### src/rtl/step_input_ctrl.sv
// Synchronise, debounce and auto-repeat the up/down switches for the digit counter.
// Define STEP_AUTOREPEAT_EN for held-switch auto-repeat; otherwise one step per press.
module step_input_ctrl #(
  parameter int DEBOUNCE_CYCLES = 4,
  parameter int REPEAT_DELAY    = 16,
  parameter int REPEAT_PERIOD   = 4
) (
  input  logic clock,
  input  logic reset,
  input  logic sw_up,
  input  logic sw_down,
  output logic step,
  output logic direction,
  output logic up_clean,
  output logic down_clean,
  output logic busy
);

  localparam int CW = $clog2(DEBOUNCE_CYCLES + 1);
  localparam int TW = $clog2(REPEAT_DELAY + 1);
  localparam logic [CW-1:0] C_LAST = CW'(DEBOUNCE_CYCLES - 1);

  typedef enum logic [2:0] {
    S_IDLE,
    S_FIRST,
    S_DELAY,
    S_REPEAT,
    S_LOCK
  } state_t;

  // Channel 1 is up, channel 0 is down.
  logic [1:0]    w_raw;
  logic [1:0]    r_s1;
  logic [1:0]    r_s2;
  logic [1:0]    r_clean;
  logic [CW-1:0] r_cnt [2];

  state_t r_state;
  logic   r_step;
  logic   r_dir;
  logic   r_busy;
  logic   w_act;
  logic   w_oth;

  assign w_raw      = {sw_up, sw_down};
  assign step       = r_step;
  assign direction  = r_dir;
  assign up_clean   = r_clean[1];
  assign down_clean = r_clean[0];
  assign busy       = r_busy;

  assign w_act = r_dir ? r_clean[1] : r_clean[0];
  assign w_oth = r_dir ? r_clean[0] : r_clean[1];

  always_ff @(posedge clock) begin
    if (reset) begin
      r_s1 <= '0;
      r_s2 <= '0;
    end else begin
      r_s1 <= w_raw;
      r_s2 <= r_s1;
    end
  end

  always_ff @(posedge clock) begin
    for (int i = 0; i < 2; i++) begin
      if (reset) begin
        r_cnt[i]   <= '0;
        r_clean[i] <= 1'b0;
      end else if (r_s2[i] == r_clean[i]) begin
        r_cnt[i] <= '0;
      end else if (r_cnt[i] == C_LAST) begin
        r_cnt[i]   <= '0;
        r_clean[i] <= ~r_clean[i];
      end else begin
        r_cnt[i] <= r_cnt[i] + CW'(1);
      end
    end
  end

`ifdef STEP_AUTOREPEAT_EN
  logic [TW-1:0] r_timer;
`else
  logic [TW-1:0] w_unused_rpt;
  assign w_unused_rpt = TW'(REPEAT_PERIOD);
`endif

  always_ff @(posedge clock) begin
    if (reset) begin
      r_state <= S_IDLE;
      r_step  <= 1'b0;
      r_dir   <= 1'b1;
      r_busy  <= 1'b0;
`ifdef STEP_AUTOREPEAT_EN
      r_timer <= '0;
`endif
    end else begin
      r_step <= 1'b0;
      unique case (r_state)
        S_IDLE: begin
          if (r_clean[1] && r_clean[0]) begin
            r_state <= S_LOCK;
            r_busy  <= 1'b1;
          end else if (r_clean[1] || r_clean[0]) begin
            r_state <= S_FIRST;
            r_step  <= 1'b1;
            r_dir   <= r_clean[1];
            r_busy  <= 1'b1;
          end
        end
        S_LOCK: begin
          if (!r_clean[1] && !r_clean[0]) begin
            r_state <= S_IDLE;
            r_busy  <= 1'b0;
          end
        end
        default: begin
          // A second switch wins over release so a crossover never steps.
          if (w_oth) begin
            r_state <= S_LOCK;
          end else if (!w_act) begin
            r_state <= S_IDLE;
            r_busy  <= 1'b0;
          end else if (r_state == S_FIRST) begin
            r_state <= S_DELAY;
`ifdef STEP_AUTOREPEAT_EN
            r_timer <= TW'(1);
          end else if (r_state == S_DELAY) begin
            if (r_timer >= TW'(REPEAT_DELAY - 1)) begin
              r_state <= S_REPEAT;
              r_step  <= 1'b1;
              r_timer <= TW'(1);
            end else begin
              r_timer <= r_timer + TW'(1);
            end
          end else begin
            if (r_timer == TW'(REPEAT_PERIOD)) begin
              r_step  <= 1'b1;
              r_timer <= TW'(1);
            end else begin
              r_timer <= r_timer + TW'(1);
            end
`endif
          end
        end
      endcase
    end
  end

endmodule

### config.mk
export PLATFORM = sky130hd
export DESIGN_NAME = step_input_ctrl
export DESIGN_NICKNAME = d
export VERILOG_FILES = /design/src/rtl/step_input_ctrl.sv
export SDC_FILE = /design/constraint.sdc
export NUM_CORES = 1
export LEC_CHECK = 0
export ABC_AREA = 0
export ABC_CLOCK_PERIOD_IN_PS = 1800
export CAP_MARGIN = 40
export CORE_MARGIN = 1
export CORE_UTILIZATION = 45
export CTS_BUF_LIST = sky130_fd_sc_hd__clkbuf_16
export DETAILED_ROUTE_END_ITERATION = 10
export GPL_ROUTABILITY_DRIVEN = 0
export PLACE_DENSITY = 0.66
export SYNTH_ARGS = -nofsm -noshare
export SYNTH_HDL_FRONTEND = slang
export SYNTH_SLANG_ARGS = --single-unit
### constraint.sdc
create_clock -name clock -period 1.8 [get_ports clock]
set_input_delay 0.27 -clock clock [delete_from_list [all_inputs] [get_ports clock]]
set_output_delay 0.27 -clock clock [all_outputs]
set_load 0.02 [all_outputs]
==> impl_results.md, run 1 <==
- Ant diodes: 0
- Die ar.: 0.00206 mm2
- Crit path buf inv count: 1
- Initial DRC count: 4
- Mapped Area: around 850 um2
- Routed Wire Length: 1390 um
- Worst hold path type: reg2reg
- Initial Utilization: 48.6%
- Slew Viols, Final: 0
- Fmax: 603 MHz
- Number of library cell types mapped by synthesis: 30
- Via count: slightly below 600
- Worst EP arrival: 1390 ps
- Post-CTS Resized: 0
- Clock Latency Late Sink: 250 ps
- Sink Count: 18
- Ports: 9
- Per-cell routed wire length: ~11 um
- Max-cap violations: 0
- Layout area overhead: 25.4%
- Final setup TNS: 0 ps
- Root Buffer: clkbuf_16
- RSZ-0062 raised after global routing: false
- Post-CTS setup buffer count: 0
- Setup CP Type: reg2out
- Startpoint types: flip-flop
- Share of Yosys cell area claimed by the top area cell type: approximately 28%
- Nets: 112
- Final period util: between 90% and 100%
- TritonCTS clock tree: done
- Pwr Density: 901 mW/mm2
- Initial antenna violation count: 0
- Via density: 4.66
- Largest net degree at the start of global routing: 12
- Outcome: finished clean
- Worst-path cell with the longest stage delay: clkdlybuf4s50_1
- Largest area contributor in the netlist: dfxtp_1
- Depth of the CTS H-tree: 1
- Cts hold-fix bufs: 0
- Drt drc: 0
- Drt pass-1 iters: 4
- Share of cells above drive strength 1: 11.0%
- Cts bufs inserted: 3
- Clock Pin Slew Worst Setup and Hold Paths: approximately 50 ps
- Post-route ant nets: 0
- First-pass GRT wire length: 2250 um
- Detailed placement HPWL: around 1000 um
- #FFs+latches synth: 18
- Die Height: approximately 45 um
- Area of the core: between 0.0015 and 0.002 mm2
- Critical Path, Cell by Cell: clkdlybuf4s50_1
- Synth Instances: 83
- Final Critical Period: around 1700 ps
- Warnings from Yosys: 0
- Worst Skew: 2.57 ps
- Die Width: 45.4 um
- Crit path max-delay family: buffers and inverters
- Total power: between 900 and 1000 uW
- Vias in the first global route: roughly 540
- Maximum fanout along the worst path: 9
- CTS Buffer Depth: 2
- Sequential-to-total area share from yosys stat: around 50%
- Synth top area cells: dfxtp_1 (28%), edfxtp_1 (21%), ha_1 (10%), nor2_1 (5.8%), mux2i_1 (3.5%)
- Max incr delay on CP: 670 ps
- Crit. End Element: primary output
- Required time of the critical path: 1530 ps
- Row count: 15
- Final setup violation count: 0
- Final Hold Fails: 0
- Worst vdd ir: 0.524 mV
- Leakage: 0.000444 uW
- Synthesized area per cell: 10.2 um2
- Total gr overflow: 0
- Buffers on Ports: 8
- GRT Total Usage: 15.8%
==> stage by stage <==
stage | hold WS, ps | utilization, % | setup slack, ps | std cells | instance area, um2
after global placement | 417 | 56.4 | 345 | 121 | 985
after floorplan | 398 | - | 198 | 88 | 867
after global routing | 453 | 60.9 | 91.2 | 125 | 1060
after CTS | 442 | 60.9 | 146 | 125 | 1060
after detailed placement | 430 | 56.4 | 256 | 121 | 985
final | 436 | 60.9 | 142 | 125 | 1060
==> cell usage in the layout, fill, tap and decap left out, drive strengths merged, types with 4 or more instances in the layout <==
master,count
dfxtp,12
edfxtp,6
conb,6
inv,8
o21ai,4
a21oi,4
nor2b,5
clkdlybuf4s50,8
ha,7
nor2,13
==> per-layer routing <==
layer | track usage, % | part of all wire [%] | vias up
met5 | 0 | 0 | -
met1 | 20.3 | 49 | 261
li1 | - | - | 310
met3 | 3.57 | 2.6 | 2
met4 | 7.27 | 0.94 | 0
met2 | 25.1 | 47 | 10
==> cell families (layout without fill, tap and decap cells) <==
family	Yosys count	after routing	synth area share (%)
AOI/OAI and AO/OA	15	15	11.9
xor gates and xnor gates	2	2	2.07
adders and majority gates	7	7	10.3
buffers and inverters	9	21	4.13
DFF	18	18	49.6
muxes	3	3	3.54
other	1	6	0.442
and+or+nand+nor	28	28	18.0
==> cell usage after synthesis <==
cell type and number:
conb_1 1, a21boi_1 1, o21ai_0 1, nor3_2 1
nor2_1 13, xnor2_1 2, buf_2 1, nor3b_2 1
o21bai_1 1, a21o_2 1, clkbuf_1 1, o22ai_1 1
and2b_4 1, edfxtp_1 6, nand2_1 3, o31a_1 1
ha_1 7, or3_1 2, a21oi_1 4, o21ai_2 1
a311oi_1 1, dfxtp_1 12, mux2i_1 3, nor3_1 1
o21ai_1 2, nor2b_2 1, a311o_1 1, and3b_1 1
inv_1 7, nor2b_1 4
==> path summary, 6_finish.rpt <==
path	start	end	slack, ps	cells after the start
setup / recovery	r_clean[0]	down_clean	140	1
hold / removal	r_s1[1]	r_s2[1]	440	1
setup reg to reg	r_clean[0]	r_state[2]	210	6
hold reg to reg	r_s1[1]	r_s2[1]	440	1
==> flip-flops by register name (all words and copies together) (netlist names) <==
register	flops
r_cnt	6
r_s2	2
direction	1
r_state	3
step	1
r_s1	2
busy	1
r_clean	2
==> where the power goes <==
part | switching, uW | internal (uW)
logic | 36.5 | 36.7
clock network | 142 | 295
registers | 11.9 | 436
==> cell type report <==
class	instances	area [um2]
tap	25	31.3
inverter	7	26.3
clock buffer	3	75.1
timing repair buffer	10	95.1
sequential	18	420
clock inverter	1	3.75
multi-input combinational	61	412
fill	162	682
Note: power is estimated with default switching activity, not from simulation.
==> run 2, diff against run 1 <==
CORE_UTILIZATION = 50   (was 45)
GPL_TIMING_DRIVEN = 0   (was unset)
PLACE_DENSITY = 0.72   (was 0.66)
==> run 2 against run 1 <==
Worst hold slack improved by 3.7 ps. First-iteration DRC count rose to 2.5 times the previous value. Sequential share of layout area rose by 0.66 points. Non-clock buffer count did not move. Critical path depth did not move. Utilization rose by 6.9 points. Via count rose by 3.4%. Setup slack got worse by 16 ps. Final area fell by 1.6%. Critical endpoint unchanged. Largest cell class unchanged. Largest power group unchanged. Highest routed layer unchanged.
==> impl_results.md, run 2 (synthesis gave the netlist of run 1 again) <==
- Layout area overhead: 23.3%
- R2R Path Start: r_clean[1]
- Sequential fraction of design power: about 47%
- Max FFs per register: 6
- Leakage: 0.000437 uW
- Area of the core: 0.00154 mm2
- Die Height: approximately 43 um
- Final Hold Fails: 0
- Final Cell Area: 0.00105 mm2
- Worst vdd ir: 0.650 mV
- Clock Latency Late Sink: 250 ps
- Worst-path cell with the longest stage delay: clkdlybuf4s50_1
- Routed Wire Length: 1280 um
- Post-CTS Resized: 0
- Drt drc: 0
- GRT Total Usage: ~17%
- Largest register by flop count: r_cnt
- Share of cells above drive strength 1: 10.0%
- Ports: 9
- Root Buffer: clkbuf_16
- Per-cell routed wire length: 11.0 um
- Fin cells: 116
- Drt pass-1 iters: 4
- Outcome: finished clean
- Detailed placement HPWL: ~970 um
- Final setup TNS: 0 ps
- RR Endpoint: r_state[2]
- Row count: 14
- Total gr overflow: 0
- Sink Count: 18
- Startpoint types: flip-flop
- Final Critical Period: 1670 ps
- Worst hold path type: reg2reg
- DP Cell Count: 112
- Crit path launch: r_clean[0]
- Worst Skew: 0.944 ps
- Top Registers: r_cnt x6, r_state x3
- Largest net degree at the start of global routing: 11
- Crit. End Element: primary output
- Gate power share: 7.3%
- DP Area: 967 um2
- Critical Path Stages: 1
- CTS Buffer Depth: 2
- Sw power: around 190 uW
- First-pass GRT wire length: 2330 um
- Clock Pin Slew Worst Setup and Hold Paths: 50 ps
- Fmax: 597 MHz
- Worst EP arrival: 1400 ps
- Crit path buf inv count: 1
- Slew Viols, Final: 0
- Setup CP Type: reg2out
- Via count: 603
- Die Width: 43.2 um
- RSZ-0062 raised after global routing: false
- Crit path max-delay family: buffers and inverters
- Flop-to-flop setup slack: 170 ps
- Cts hold-fix bufs: 0
- Final setup violation count: 0
- Maximum fanout along the worst path: 9
- Worst Reg-to-Reg Cells: 7
- Required time of the critical path: 1530 ps
- Initial antenna violation count: 0
- Commonest non-fill, non-tap cell in the layout: nor2_1
- Clock power share: 45.8%
- HP Start: r_s1[0]
- Fillers: around 130
- Critical Path, Cell by Cell: clkdlybuf4s50_1
- Via density: 5.20
- Switching Fraction: between 15 and 20%
- TritonCTS clock tree: done
- Post-route ant nets: 0
- Max-cap violations: 0
- Nets: 112
- Buffers on Ports: 8
- Max incr delay on CP: ~670 ps
- Final period util: 93.0%
- Initial Utilization: between 50% and 60%
- Crit path capture: down_clean
- Ant diodes: 0
- Internal: around 770 uW
- Post-CTS setup buffer count: 0
- Most frequent cells in the layout: nor2_1 (13), dfxtp_1 (12), clkdlybuf4s50_1 (8)
- Cts bufs inserted: 3
- Vias in the first global route: about 570
- Pwr Density: 914 mW/mm2
- Depth of the CTS H-tree: 1
- Initial DRC count: 10
- Die ar.: 0.00187 mm2
run 2: cell count changes in the layout (fill, tap and decap cells not counted), sizes merged:
cell	change
clkinv	+1
inv	-1
clkbuf	+1
buf	-1
run 2: layer usage:
layer | vias to the layer above | track usage [%] | part of all wire [%]
li1 | 311 | - | -
met1 | 278 | 22.2 | 48
met4 | 0 | 9.09 | 1.9
met3 | 3 | 3.83 | 4.0
met5 | - | 0 | 0
met2 | 11 | 25.4 | 46
run 2: per-stage QoR:
stage | total power, uW | hold slack, ps | util (%) | worst slack [ps]
3_3_place_gp | 523 | 417 | 62.7 | 202
2_1_floorplan | 505 | 398 | - | 198
5_1_grt | 991 | 459 | 67.9 | 12.1
4_1_cts | 968 | 447 | 67.9 | 116
3_5_place_dp | 526 | 436 | 62.7 | 180
6_report | 956 | 440 | 67.9 | 126
run 2: worst min-delay path by stage:
stage                    to  slack, ps  cells after the start
floorplan           r_s1[0]        400                      1
global placement    r_s2[1]        420                      1
detailed placement  r_s2[0]        440                      1
CTS                 r_s2[1]        450                      1
global route        r_s2[1]        460                      1
finish              r_s2[0]        440                      1
run 2: power groups by stage:
stage | Combinational [uW] | Clock [uW] | Sequential [uW]
finish | 69.6 | 438 | 448
floorplan | 49.0 | 0 | 456
global route | 79.9 | 461 | 450
global placement | 67.0 | 0 | 456
CTS | 69.6 | 450 | 448
detailed placement | 68.7 | 0 | 457
run 2: final cells by class:
class	count	area (um2)	share of cell area, %
tap	16	20.0	1.91
buffer	2	8.76	0.837
sequential	18	420	40.2
timing repair buffer	8	80.1	7.66
inverter	7	26.3	2.51
clock buffer	3	75.1	7.18
clock inverter	1	3.75	0.359
multi-input combinational	61	412	39.4
